File: src/rtl/simple_axi_arb_pkg.sv
// Shared types and helpers for the simple-AXI write arbiter.
package simple_axi_arb_pkg;

    typedef enum logic {
        ST_IDLE  = 1'b0,
        ST_GRANT = 1'b1
    } arb_state_t;

    function automatic int clog2(input int n);
        int r;
        r = 0;
        while ((1 << r) < n) r++;
        return r;
    endfunction

    // A single-requester index still needs one bit to exist as a port.
    function automatic int idx_w(input int n);
        return (clog2(n) < 1) ? 1 : clog2(n);
    endfunction

endpackage

File: src/rtl/simple_axi_write_arbiter_rr_picker.sv
// Combinational requester picker: round-robin after last_owner, or fixed
// lowest-index priority when SIMPLE_AXI_ARB_FIXED_PRIO_EN is defined.
module rr_picker #(
    parameter int NUM_REQ = 4,
    parameter int IDX_W   = 2
) (
    input  logic [NUM_REQ-1:0] i_req,
    input  logic [IDX_W-1:0]   i_last_owner,
    output logic               o_valid,
    output logic [IDX_W-1:0]   o_idx
);

`ifdef SIMPLE_AXI_ARB_FIXED_PRIO_EN
    logic w_last_owner_unused;
    assign w_last_owner_unused = ^i_last_owner;

    always_comb begin
        o_valid = 1'b0;
        o_idx   = '0;
        for (int k = NUM_REQ - 1; k >= 0; k--) begin
            if (i_req[k]) begin
                o_valid = 1'b1;
                o_idx   = IDX_W'(k);
            end
        end
    end
`else
    logic [2*NUM_REQ-1:0] w_dbl;
    logic [NUM_REQ-1:0]   w_rot;
    logic [IDX_W:0]       w_base;
    logic [IDX_W:0]       w_off;
    logic [IDX_W+1:0]     w_sum;

    // Bit j of w_rot is requester (last_owner + 1 + j) mod NUM_REQ.
    always_comb begin
        w_dbl   = {i_req, i_req};
        w_base  = {1'b0, i_last_owner} + (IDX_W+1)'(1);
        w_rot   = w_dbl[w_base +: NUM_REQ];
        w_off   = '0;
        o_valid = 1'b0;
        for (int j = NUM_REQ - 1; j >= 0; j--) begin
            if (w_rot[j]) begin
                o_valid = 1'b1;
                w_off   = (IDX_W+1)'(j);
            end
        end
        w_sum = {1'b0, w_base} + {1'b0, w_off};
        if (w_sum >= (IDX_W+2)'(NUM_REQ)) w_sum = w_sum - (IDX_W+2)'(NUM_REQ);
        o_idx = w_sum[IDX_W-1:0];
    end
`endif

endmodule

File: src/rtl/simple_axi_write_arbiter.sv
// Shares one simple-AXI write port among NUM_REQ requesters, holding each grant
// for a whole transfer. Build option: SIMPLE_AXI_ARB_FIXED_PRIO_EN (fixed priority).
//   state    | meaning
//   ST_IDLE  | no owner; arbitrate among pending requests, bridge sees no valid
//   ST_GRANT | grant_idx_o owns the bridge until m_wlast_i
module simple_axi_write_arbiter
    import simple_axi_arb_pkg::*;
#(
    parameter int NUM_REQ    = 4,
    parameter int AXI_ADDR_W = 32,
    parameter int AXI_DATA_W = 32,
    parameter int LEN_W      = 8,
    localparam int STRB_W    = AXI_DATA_W / 8,
    localparam int IDX_W     = idx_w(NUM_REQ)
) (
    input  logic                          clk_i,
    input  logic                          rst_ni,
    input  logic [NUM_REQ-1:0]            req_wvalid_i,
    output logic [NUM_REQ-1:0]            req_wready_o,
    input  logic [NUM_REQ*AXI_ADDR_W-1:0] req_waddr_i,
    input  logic [NUM_REQ*AXI_DATA_W-1:0] req_wdata_i,
    input  logic [NUM_REQ*STRB_W-1:0]     req_wstrb_i,
    input  logic [NUM_REQ*LEN_W-1:0]      req_wlen_i,
    output logic [NUM_REQ-1:0]            req_wlast_o,
    output logic                          m_wvalid_o,
    input  logic                          m_wready_i,
    output logic [AXI_ADDR_W-1:0]         m_waddr_o,
    output logic [AXI_DATA_W-1:0]         m_wdata_o,
    output logic [STRB_W-1:0]             m_wstrb_o,
    output logic [LEN_W-1:0]              m_wlen_o,
    input  logic                          m_wlast_i,
    output logic                          busy_o,
    output logic [IDX_W-1:0]              grant_idx_o
);

    arb_state_t       r_state;
    arb_state_t       w_state_nxt;
    logic [IDX_W-1:0] r_grant;
    logic [IDX_W-1:0] w_grant_nxt;
    logic [IDX_W-1:0] r_last_owner;
    logic [IDX_W-1:0] w_last_owner_nxt;
    logic             w_pick_valid;
    logic [IDX_W-1:0] w_pick_idx;

    rr_picker #(
        .NUM_REQ (NUM_REQ),
        .IDX_W   (IDX_W)
    ) u_picker (
        .i_req        (req_wvalid_i),
        .i_last_owner (r_last_owner),
        .o_valid      (w_pick_valid),
        .o_idx        (w_pick_idx)
    );

    // last_owner resets to the top index so requester 0 is searched first.
    always_ff @(posedge clk_i) begin
        if (!rst_ni) begin
            r_state      <= ST_IDLE;
            r_grant      <= '0;
            r_last_owner <= IDX_W'(NUM_REQ - 1);
        end else begin
            r_state      <= w_state_nxt;
            r_grant      <= w_grant_nxt;
            r_last_owner <= w_last_owner_nxt;
        end
    end

    always_comb begin
        w_state_nxt      = r_state;
        w_grant_nxt      = r_grant;
        w_last_owner_nxt = r_last_owner;
        m_wvalid_o       = 1'b0;
        m_waddr_o        = '0;
        m_wdata_o        = '0;
        m_wstrb_o        = '0;
        m_wlen_o         = '0;
        req_wready_o     = '0;
        req_wlast_o      = '0;
        case (r_state)
            ST_IDLE: begin
                if (w_pick_valid) begin
                    w_grant_nxt = w_pick_idx;
                    w_state_nxt = ST_GRANT;
                end
            end
            ST_GRANT: begin
                m_wvalid_o            = req_wvalid_i[r_grant];
                m_waddr_o             = req_waddr_i[int'(r_grant)*AXI_ADDR_W +: AXI_ADDR_W];
                m_wdata_o             = req_wdata_i[int'(r_grant)*AXI_DATA_W +: AXI_DATA_W];
                m_wstrb_o             = req_wstrb_i[int'(r_grant)*STRB_W +: STRB_W];
                m_wlen_o              = req_wlen_i[int'(r_grant)*LEN_W +: LEN_W];
                req_wready_o[r_grant] = m_wready_i;
                req_wlast_o[r_grant]  = m_wlast_i;
                // Always pass through IDLE so the bridge can return to its start state.
                if (m_wlast_i) begin
                    w_last_owner_nxt = r_grant;
                    w_state_nxt      = ST_IDLE;
                end
            end
            default: w_state_nxt = ST_IDLE;
        endcase
    end

    assign busy_o      = (r_state == ST_GRANT);
    assign grant_idx_o = r_grant;

endmodule

File: config.mk
export PLATFORM = sky130hd
export DESIGN_NAME = simple_axi_write_arbiter
export DESIGN_NICKNAME = d
export VERILOG_FILES = /design/src/rtl/simple_axi_arb_pkg.sv /design/src/rtl/simple_axi_write_arbiter_rr_picker.sv /design/src/rtl/simple_axi_write_arbiter.sv
export SDC_FILE = /design/constraint.sdc
export NUM_CORES = 1
export LEC_CHECK = 0
export ABC_AREA = 1
export BUFFER_PORTS_ARGS = -buffer_cell sky130_fd_sc_hd__buf_2
export CAP_MARGIN = 0
export CORE_AREA = 2 2 156 158
export CTS_CLUSTER_SIZE = 20
export DETAILED_ROUTE_END_ITERATION = 8
export DIE_AREA = 0 0 158 160
export HOLD_SLACK_MARGIN = 0.1
export REMOVE_ABC_BUFFERS = 1
export SKIP_CTS_REPAIR_TIMING = 1
export SLEW_MARGIN = 20
export SYNTH_ARGS = -nofsm -noshare
export SYNTH_HDL_FRONTEND = slang
export SYNTH_SLANG_ARGS = --single-unit
File: constraint.sdc
create_clock -name clk_i -period 3.25 [get_ports clk_i]
set_input_delay 0.1625 -clock clk_i [delete_from_list [all_inputs] [get_ports clk_i]]
set_output_delay 0.1625 -clock clk_i [all_outputs]
set_load 0.1 [all_outputs]
Yosys cells after proc, flatten, opt, wreduce, memory -nomap -nowiden
Index checks and enable logic that the tools add are counted.
{ "word_totals": {"ff_bits": 5, "in_bits": 312, "output_inout_bits": 88, "word_cells": 43} }
{ "classes": {"n_addsub": 3, "n_lt_le_gt_ge": 3, "shifts": 5, "muxes": 23, "bitwise_logic": 3, "reduce_logical": 3} }
{ "ops": {"columns": ["op", "n"], "rows": [
  ["$shiftx A128 B8 Y32", 2],
  ["$mux W32", 2],
  ["$shiftx A32 B6 Y8", 1],
  ["$shiftx A16 B5 Y4", 1],
  ["$mux W4", 3],
  ["$mux W2", 5],
  ["$mux W1", 9],
  ["$and A4 B4 Y4", 2],
  ["$mux W8", 1],
  ["$shiftx A8 B4 Y4", 1],
  ["$add A3 B2 Y4", 1],
  ["$ge A4 B3 Y1 const B", 1],
  ["$reduce_and A2 Y1", 2],
  ["$add A2 B1 Y3 const B", 1],
  ["$lt A2 B3 Y1 const B", 1],
  ["$bmux W1 S2", 1],
  ["$demux W1 S2", 1],
  ["$ge A2 B1 Y1 const B", 1],
  ["$pmux W1 S2", 1],
  ["$sub A2 B1 Y2 const B", 1],
  ["$logic_and A1 B1 Y1", 1],
  ["$not A1 Y1", 1]
]} }

Longest topological paths before layout
Gate-level depths: netlist (run 1).
{ "logic_depth": {"ltp_word": 9, "mapped_depth": 15, "mapped_depth_nobuf": 15} }

Cells and area by module
Synthesis (run 1) repeated with hierarchy kept, for this count alone.
{ "unflattened": {"hier_cells": 757, "area_unflattened_um2": 3458.3} }
{ "by_module_without_submodules": {"columns": ["mod", "n_inst", "cells_per_inst", "area_per_inst_um2", "seq_area_each_um2"], "rows": [
  ["simple_axi_write_arbiter", 1, 719, 3274.4, 100.1],
  ["rr_picker", 1, 38, 183.9, 0.0]
]} }

Worst setup path before layout (run 1)
Ideal clock, no wire load.
{ "synth_path": {"kind": "flip-flop to output port", "start": "reg r_grant[0] (netlist: grant_idx_o[0])", "end": "out req_wlast_o[1]", "t_arrival_ps": 3604, "path_slack_ps": -517, "path_stages_with_launch": 5, "cell_sequence": "dfxtp_1 > buf_4 > inv_4 > clkbuf_1 > nor3_1"} }
{ "synth_between": {"elab_chain_len": 6, "word_cells_on_any_way": 7} }
{ "synth_lines": {"columns": ["element", "line_no", "rtl"], "rows": [
  ["start: declaration", "simple_axi_write_arbiter.sv:38", "logic [IDX_W-1:0] r_grant;"],
  ["start signal: assignment", "simple_axi_write_arbiter.sv:63", "r_grant <= w_grant_nxt;"],
  ["$lt A2 B3 Y1 (not written as such) or $ge A2 B1 Y1 (tied branches)", "simple_axi_write_arbiter.sv:93", "req_wlast_o[r_grant] = m_wlast_i;"],
  ["$logic_and A1 B1 Y1 (not written as such)", "simple_axi_write_arbiter.sv:93", null],
  ["$mux W1 (not written as such)", "simple_axi_write_arbiter.sv:93", null],
  ["$demux W1 S2 (*)", "simple_axi_write_arbiter.sv:93", null],
  ["$and A4 B4 Y4 (no line) (*)", null, null],
  ["$mux W4 (*)", "simple_axi_write_arbiter.sv:79", "case (r_state)"],
  ["end: declaration", "simple_axi_write_arbiter.sv:24", "output logic [NUM_REQ-1:0] req_wlast_o,"]
]} }
Every way passes the cells marked *; elsewhere a longest branch is shown, timed or not.

Final worst setup path (run 1)
{ "layout_path": {"start": "reg r_grant[0] (netlist: grant_idx_o[0])", "end": "out m_waddr_o[18]"} }
{ "layout_between": {"elab_chain_len": 2} }
{ "layout_lines": {"columns": ["element", "line_no", "rtl"], "rows": [
  ["$shiftx A128 B8 Y32", "simple_axi_write_arbiter.sv:88", "m_waddr_o = req_waddr_i[int'(r_grant)*AXI_ADDR_W +: AXI_ADDR_W];"],
  ["$mux W32", "simple_axi_write_arbiter.sv:79", null],
  ["end: declaration", "simple_axi_write_arbiter.sv:27", "output logic [AXI_ADDR_W-1:0] m_waddr_o,"]
]} }
No other way between the ends.

==> results of run 1 <==
[placed cells by master (no fill, tap or decap), drive strengths merged, types with 2 or more instances in the layout]
cell type    n
nor3         2
nand3      168
nand2       28
nor2        14
buf        409
inv          8
clkbuf       4
a31oi       77
dfxtp        5
a22oi       77
[report_power, final]
group          switching (uW)  total (uW)  internal [uW]
sequential               56.8         127           70.5
combinational            1730        2600            864
clock                    36.7         199            162
[through the flow]
stage	instance area, um^2	power (uW)	util (%)	hold WS (ns)
5_1_grt	6020	3050	25.3	0.224
3_5_place_dp	5950	2720	25.0	0.415
3_3_place_gp	5950	2710	25.0	0.409
2_1_floorplan	2250	1670	-	0.247
6_report	6020	2920	25.3	0.184
4_1_cts	6020	2930	25.3	0.184
[metal layers]
metal / up-vias / track usage, % / part of all wire [%]
met1: 2510 / 16.7 / 40
met3: 52 / 2.42 / 8.2
met5: - / 0 / 0
li1: 2454 / - / -
met4: 0 / 3.24 / 2.9
met2: 344 / 22.3 / 49
[registers in the layout, indices dropped and copies added, names as in the netlist]
register      cells
r_last_owner      2
grant_idx_o       2
busy_o            1
[cell families after synthesis]
kind of cell / count (synthesis) / synth area share [%]
AOI/OAI and AO/OA: 156 / 42.0
xor gates and xnor gates: 1 / 0.343
adders and majority gates: 1 / 0.490
buffers and inverters: 68 / 13.0
DFF: 5 / 3.92
and+or+nand+nor: 212 / 40.3
[worst min path at each step]
stage,endpoint,slack (ns),cells past startpoint
floorplan,r_last_owner[1]$_SDFFE_PN1P_,0.25,1
global placement,r_last_owner[1]$_SDFFE_PN1P_,0.41,2
detailed placement,r_last_owner[1]$_SDFFE_PN1P_,0.41,2
CTS,r_last_owner[1]$_SDFFE_PN1P_,0.18,2
global route,r_last_owner[1]$_SDFFE_PN1P_,0.22,2
finish,r_last_owner[1]$_SDFFE_PN1P_,0.18,2
[worst reg2reg max path, stage by stage, from the launching register on]
cell and delay, ns:
dfxtp_1 0.43, inv_2 0.09, nand2_1 0.09, nand3_1 0.06, nand2_1 0.10, nand3_1 0.08, nand2_1 0.06, nand2_1 0.05
ha_1 0.18, xor2_1 0.15, inv_1 0.06, nand3_1 0.07, nand2_1 0.07, nand3_1 0.06, nand2_1 0.08, nor2_1 0.03
[cell type report]
type	count	area, um^2	area share [%]
flip-flops and latches	5	108	1.79
repair buffers	409	3280	54.4
multi-input cells	370	2120	35.2
inverters	8	32.5	0.540
clock buffers	4	78.8	1.31
well taps	324	405	6.73
==> summary.txt, run 1 <==
Outcome = finished, final reports clean
Max Cap Violations = 0
CP startpoint = grant_idx_o[0]$_SDFFE_PN0P_
Routed WL = 18.1 mm
CP Launch Type = flop
Least-Margin Pin Slew = 0.759 ns
First-pass GRT wire length = 26.7 mm
DRT antenna net count = 0
Setup TNS = 0 ns
Largest area contributor in the netlist = nand3_1
Setup Skew = 0.000800 ns
Wire length per cell = 16.2 um
PwrDens = 485 nW/um^2
Relative slew margins = 49.3%
CP peak stage delay = 0.66 ns
Synthesized area per cell = 5.77 um^2
Die ar. = 25300 um^2
Synth Instances = 443
Clock root cell = clkbuf_16
Worst-skew pair later-pin latency = 0.22 ns
Nets = 1110
Synth unique cells = 22
# port buffers = 399
Cell Count Post-Placement = 1116
Critical Path End = m_waddr_o[18]
Final Max Slew Viols = 0
Die Height = 160 um
Synthesized area = 2550 um^2
VDD IR max = 0.193 mV
Most common cell in the synthesized netlist = nand3_1
Synth async-reset ratio = 0%
Leak = 0.00263 uW
Layout cell share with drive strength beyond 1 = 53.0%
First-pass DRT Iterations = 5
FF+latch count, synth = 5
Place WS = 0.812 ns
Tightest Hold Check Type = input port to flop
Core footprint = 23800 um^2
Most common library cells after synthesis = nand3_1, a22oi_1, a31oi_1, clkbuf_1, nand2_1
DRC = 0
FF-to-FF path depth = 15
Routability cong. = 0.901
RSZ-0062 raised after global routing = false
Rows = 57
Die X = 158 um
Worst setup path category = flop to primary output
Fin crit period = 2.68 ns
Post-synth EDFFs = 0
Deepest clock path buffer count = 2
DP HPWL = 14.4 mm
RR Endpoint = grant_idx_o[1]$_SDFFE_PN0P_
Crit-path cells = inv_4 > nor2_4 > buf_12 > a22oi_1 > a31oi_1 > buf_12
Peak Freq = 0.373 GHz
Vias in the first global route = 5015
Setup slack after layout = 0.568 ns
Vias per std cell = 4.79
Cell repeated most along the worst path = buf_12
H-tree level count = 1
Starting density of the core = 10.7%
Via count = 5360
CP Data Required Time = 3.09 ns
# IOs = 400
Area grow syn2layout = 136%
Worst Path Max Fanout = 39
Largest cells by area after synthesis = nand3_1, a22oi_1, a31oi_1
Kind of cell adding the most delay to the critical path = flip-flops
Total Routing Usage GR = 13.0%
CTS tree = built
RR Startpoint = r_last_owner[0]$_SDFFE_PN1P_
Antenna Cells = 0
CTS Buf Count = 3
Ys Warns = 0
Initial antenna violation count = 0
Worst Setup End Kind = primary output
Grt total ovfl = 0
Pin count of the biggest net entering global routing = 87
Min-delay src = rst_ni
Final cell count without fillers = 1120
Worst-path clk slew = 0.03 ns
Finish-stage setup viols = 0
Crit share post-route = 82.5%
# clock sinks = 5
Initial DRC Count = 493
Seq/Total Area, Yosys = 3.92%
Instance count on the critical path = 6
R2r setup slk = 1.47 ns
Critical-path top delay cell = dfxtp_4
Fill cells = 2658
Hold Vio Cnt, Final = 0
Synth top area share = 32.9%
Critical path arrival = 2.52 ns
Ys flop type = dfxtp_1
Crit path buffers/inverters = 3
No activity file was read; power rests on OpenSTA's default activity.
==> run 2, diff against run 1 <==
==> constraint.sdc (replaced) <==
create_clock -name clk_i -period 2.8 [get_ports clk_i]
set_input_delay 0.14 -clock clk_i [delete_from_list [all_inputs] [get_ports clk_i]]
set_output_delay 0.14 -clock clk_i [all_outputs]
set_load 0.1 [all_outputs]
==> run 2 against run 1 <==
  * Worst hold slack got worse by 0.021 ns
  * Clock power rose by 17%
  * Register-to-register slack lost 0.45 ns
  * Non-clock buffer count is 2 higher
  * Via count is 1.6% lower
  * Sequential power is 15% lower
  * Highest routed layer is now met5
==> summary.txt, run 2 (synthesis gave the netlist of run 1 again) <==
Outcome = finished, final reports clean
CP Data Required Time = 2.66 ns
Crit-path cells = inv_4 > nor2_4 > buf_4 > a22oi_1 > a31oi_1 > buf_12
Vias per std cell = 4.70
RR Endpoint = grant_idx_o[1]$_SDFFE_PN0P_
RSZ-0062 raised after global routing = false
Crit share post-route = 82.3%
Sequential power share = 3.2%
R2r setup slk = 1.02 ns
Rows = 57
Initial antenna violation count = 3
Cell Count Post-Placement = 1118
FF-to-FF path depth = 15
Critical path arrival = 2.16 ns
Kind of cell adding the most delay to the critical path = buffers and inverters
CP peak stage delay = 0.44 ns
End of the worst hold path = r_last_owner[1]$_SDFFE_PN1P_
Hold Vio Cnt, Final = 0
# IOs = 400
Area grow syn2layout = 136%
Deepest clock path buffer count = 2
M1 WL = 7.21 mm
Worst Path Max Fanout = 45
Max Cap Violations = 0
Psw = 2120 uW
Fin crit period = 2.30 ns
Combinational fraction of design power = 90.0%
Routed WL = 18.1 mm
Nets = 1112
Die Height = 160 um
Tot Pwr = 3400 uW
Via count = 5275
Leak = 0.00264 uW
Finish-stage setup viols = 0
Fill cells = 2645
Final cell count without fillers = 1123
Worst-path clk slew = 0.03 ns
Worst setup path category = flop to primary output
# clock sinks = 5
DRT antenna net count = 0
Relative slew margins = 63.9%
Total Routing Usage GR = 13.1%
PwrDens = 563 nW/um^2
DRC = 0
First-pass GRT wire length = 26.7 mm
Critical-path top delay cell = buf_4
Die X = 158 um
DP HPWL = 14.3 mm
Core footprint = 23800 um^2
Tightest Hold Check Type = input port to flop
Multi-input logic area = 2120 um^2
Clock root cell = clkbuf_16
Clock network power share = 6.8%
# port buffers = 399
Switching share of power = 62.4%
CP Launch Type = flop
Worst-skew pair later-pin latency = 0.22 ns
Grt total ovfl = 0
Min-delay src = rst_ni
VDD IR max = 0.264 mV
Routability cong. = 0.867
Register area = 108 um^2
Hold Path Cell Cnt = 2
Starting density of the core = 10.7%
Layout cell share with drive strength beyond 1 = 53.1%
Most common cell after layout, fill and taps aside = buf_2
Pin count of the biggest net entering global routing = 82
Most frequent cells in the layout = buf_2, nand3_1, buf_12
Peak Freq = 0.434 GHz
First-pass DRT Iterations = 7
Internal power = 1280 uW
Final Max Slew Viols = 0
Wire length per cell = 16.1 um
Worst Setup End Kind = primary output
Least-Margin Pin Slew = 0.542 ns
H-tree level count = 1
Setup Skew = 0.000558 ns
Max Used Layer = met5
Routed wl met3 = 1.61 mm
Crit path buffers/inverters = 3
RR Startpoint = r_last_owner[0]$_SDFFE_PN1P_
CTS tree = built
Die ar. = 25300 um^2
WL met2 = 8.80 mm
Initial DRC Count = 438
Vias in the first global route = 4997
CTS Buf Count = 3
## run 2: cell count changes in the layout (fill, tap and decap cells not counted), sizes merged
cell	before	now
diode	0	1
buf	409	411
## run 2: per-stage QoR
step           instance area, um^2  hold WS, ns  utilization [%]  TNS (ns)  worst slack, ns
2_1_floorplan                 2250        0.225                -   -280.58            -3.31
3_3_place_gp                  5950        0.379             25.0         0            0.758
3_5_place_dp                  5950        0.394             25.0         0            0.750
4_1_cts                       6030        0.156             25.3         0            0.505
5_1_grt                       6030        0.171             25.3         0            0.398
6_report                      6030        0.163             25.3         0            0.496
## run 2: worst max-delay path by stage
stage	start	endpoint	cells after the start
after floorplan	grant_idx_o[0]$_SDFFE_PN0P_	m_waddr_o[0]	4
after global placement	grant_idx_o[0]$_SDFFE_PN0P_	m_wdata_o[13]	6
after detailed placement	grant_idx_o[0]$_SDFFE_PN0P_	m_wdata_o[13]	6
after CTS	grant_idx_o[0]$_SDFFE_PN0P_	m_wdata_o[13]	6
after global routing	grant_idx_o[0]$_SDFFE_PN0P_	m_wdata_o[13]	6
final	grant_idx_o[0]$_SDFFE_PN0P_	m_wdata_o[13]	6
## run 2: area by class of cell
cell class,count,share of cell area (%)
Timing Repair Buffer,411,54.4
Multi-Input combinational cell,370,35.2
Tap cell,324,6.72
Sequential cell,5,1.78
Clock buffer,4,1.31
Inverter,8,0.540
Antenna cell,1,0.0415
## run 2: routing by layer
metal  GRT usage (%)  vias up
met5               0        -
met4            3.40        4
met3            2.82       39
met2            22.4      335
met1            16.6     2436
li1                -     2461
## run 2: power by group through the flow
stage               Sequential, uW  Clock, uW  Combinational (uW)
global route                   112        241                3190
floorplan                      234          0                1710
global placement               109          0                3040
CTS                            110        236                3060
finish                         108        232                3060
detailed placement             110          0                3050
==> run 3, diff against run 2 <==
--- a/config.mk
+++ b/config.mk
@@ -5,13 +5,13 @@
 export SDC_FILE = /design/constraint.sdc
 export NUM_CORES = 1
 export LEC_CHECK = 0
-export ABC_AREA = 1
+export ABC_AREA = 0
 export BUFFER_PORTS_ARGS = -buffer_cell sky130_fd_sc_hd__buf_2
 export CAP_MARGIN = 0
-export CORE_AREA = 2 2 156 158
+export CORE_AREA = 2 2 157 159
 export CTS_CLUSTER_SIZE = 20
 export DETAILED_ROUTE_END_ITERATION = 8
-export DIE_AREA = 0 0 158 160
+export DIE_AREA = 0 0 159 161
 export HOLD_SLACK_MARGIN = 0.1
 export REMOVE_ABC_BUFFERS = 1
 export SKIP_CTS_REPAIR_TIMING = 1
==> constraint.sdc (replaced) <==
create_clock -name clk_i -period 2.13 [get_ports clk_i]
set_input_delay 0.1065 -clock clk_i [delete_from_list [all_inputs] [get_ports clk_i]]
set_output_delay 0.1065 -clock clk_i [all_outputs]
set_load 0.1 [all_outputs]
==> run 3 against run 2 <==
  * Area after synthesis rose by 7.3%
  * Die area is 1.3% higher
  * Sequential share of layout area increased by 0.20 points
  * Largest power group unchanged
==> summary.txt, run 3 <==
Relative slew margins = 65.2%
DP HPWL = 13.2 mm
Synth top area share = 64.1%
First-pass GRT wire length = 21.3 mm
# port buffers = 399
M3 GR Usage = 4.83%
CP Launch Type = flop
Routability cong. = 0.871
Layout cell share with drive strength beyond 1 = 80.0%
Total Routing Usage GR = 10.6%
Hold_ws = 0.103 ns
Clock root cell = clkbuf_16
Worst-path clk slew = 0.03 ns
FF+latch count, synth = 5
Outcome = finished, final reports clean
PwrDens = 580 nW/um^2
Peak Freq = 0.484 GHz
Switching share of power = 59.1%
Synthesized area per cell = 11.8 um^2
Ys Warns = 0
Setup TNS = 0 ns
Max Cap Violations = 0
Deepest clock path buffer count = 2
Grt total ovfl = 0
DRT antenna net count = 0
Ys flop type = dfxtp_1
Post-synth EDFFs = 0
Fin crit period = 2.07 ns
Leak = 0.00263 uW
Largest area contributor in the netlist = mux4_2
Most frequent cells in the layout = buf_2, mux4_2, and2_1
H-tree level count = 1
Most common cell in the synthesized netlist = mux4_2
First-pass DRT Iterations = 4
Most common cell after layout, fill and taps aside = buf_2
Largest cells by area after synthesis = mux4_2, and2_1, dfxtp_1
Nets = 935
GR peak layer = met2
Finish-stage setup viols = 0
Critical path arrival = 1.96 ns
Sequential power share = 4.1%
# IOs = 400
Routed WL = 15.3 mm
Combinational fraction of design power = 86.0%
Internal power = 1300 uW
Via count = 3843
# clock sinks = 5
Starting density of the core = 11.4%
Met2 Usage GRT = 18.4%
Tightest Hold Check Type = input port to flop
Crit share post-route = 96.9%
Initial antenna violation count = 8
Synth Instances = 232
Synth unique cells = 22
Tot Pwr = 3170 uW
Seq/Total Area, Yosys = 3.65%
VDD IR max = 0.264 mV
Wire length per cell = 16.1 um
Most common library cells after synthesis = mux4_2, and2_1, nor2_1, clkbuf_1, buf_2
Synth async-reset ratio = 0%
Final Max Slew Viols = 0
Worst-skew pair later-pin latency = 0.23 ns
CP Data Required Time = 2.02 ns
Worst Setup End Kind = primary output
Least-Margin Pin Slew = 0.525 ns
Worst Path Max Fanout = 12
CTS Buf Count = 3
Clock network power share = 9.8%
Worst setup path category = flop to primary output
Pin count of the biggest net entering global routing = 50
DRC = 0
Hold Vio Cnt, Final = 0
Die ar. = 25600 um^2
CTS tree = built
Rows = 57
Die Height = 161 um
Initial DRC Count = 223
Met1 track demand over resource = 12.2%
Core footprint = 24000 um^2
Synthesized area = 2740 um^2
Area grow syn2layout = 99.6%
Die X = 159 um
Vias in the first global route = 3769
Setup Skew = 0.000500 ns
Fill cells = 2636
Vias per std cell = 4.05
Psw = 1880 uW
[run 3: logic make-up after synthesis]
kind of cell    share of synthesized area [%]
xor+xnor                                0.639
mux                                      64.1
buf+inv                                  6.30
compound gates                           2.28
simple gates                             22.6
fa+ha+maj                               0.456
flops                                    3.65
[run 3: metrics by stage]
step	std cells	util, %	setup slack, ns	instance area (um^2)
after floorplan	205	-	-4.12	2580
after global placement	938	22.0	0.239	5260
after detailed placement	938	22.0	0.221	5260
after CTS	942	22.3	-0.0137	5340
after global routing	945	22.8	-0.00444	5460
final	949	22.8	0.0650	5470
[run 3: layout make-up]
class	count	area, um^2	share of cell area, %
sequential	5	109	1.99
timing repair buffer	412	2390	43.7
inverter	2	7.51	0.137
multi-input combinational	198	2470	45.1
clock buffer	4	78.8	1.44
tap	324	405	7.41
antenna	4	10.0	0.183
[run 3: final timing paths]
kind | startpoint | to | slack, ns | cells past startpoint
setup / recovery | grant_idx_o[0]$_SDFFE_PN0P_ | m_wlen_o[7] | 0.06 | 5
hold reg to reg | r_last_owner[1]$_SDFFE_PN1P_ | r_last_owner[1]$_SDFFE_PN1P_ | 0.55 | 2
setup reg to reg | r_last_owner[0]$_SDFFE_PN1P_ | grant_idx_o[1]$_SDFFE_PN0P_ | 0.29 | 7
hold / removal | rst_ni | r_last_owner[0]$_SDFFE_PN1P_ | 0.10 | 2
[run 3: critical path, cell delays in order (launching register included)]
cell and delay (ns):
dfxtp_4 0.44, buf_16 0.18, buf_4 0.16, mux4_2 0.48, and2_1 0.17, clkbuf_4 0.27
[run 3: power groups by stage]
stage	combinational [uW]	clock (uW)	sequential [uW]
CTS	2680	316	125
floorplan	1910	0	305
detailed placement	2680	0	126
global placement	2660	0	126
finish	2730	312	131
global route	2860	326	134
[run 3: metal layers]
metal	vias up	part of all wire, %
met1	1808	36
met4	10	1.4
met5	-	0.43
li1	1715	-
met2	285	49
met3	25	13
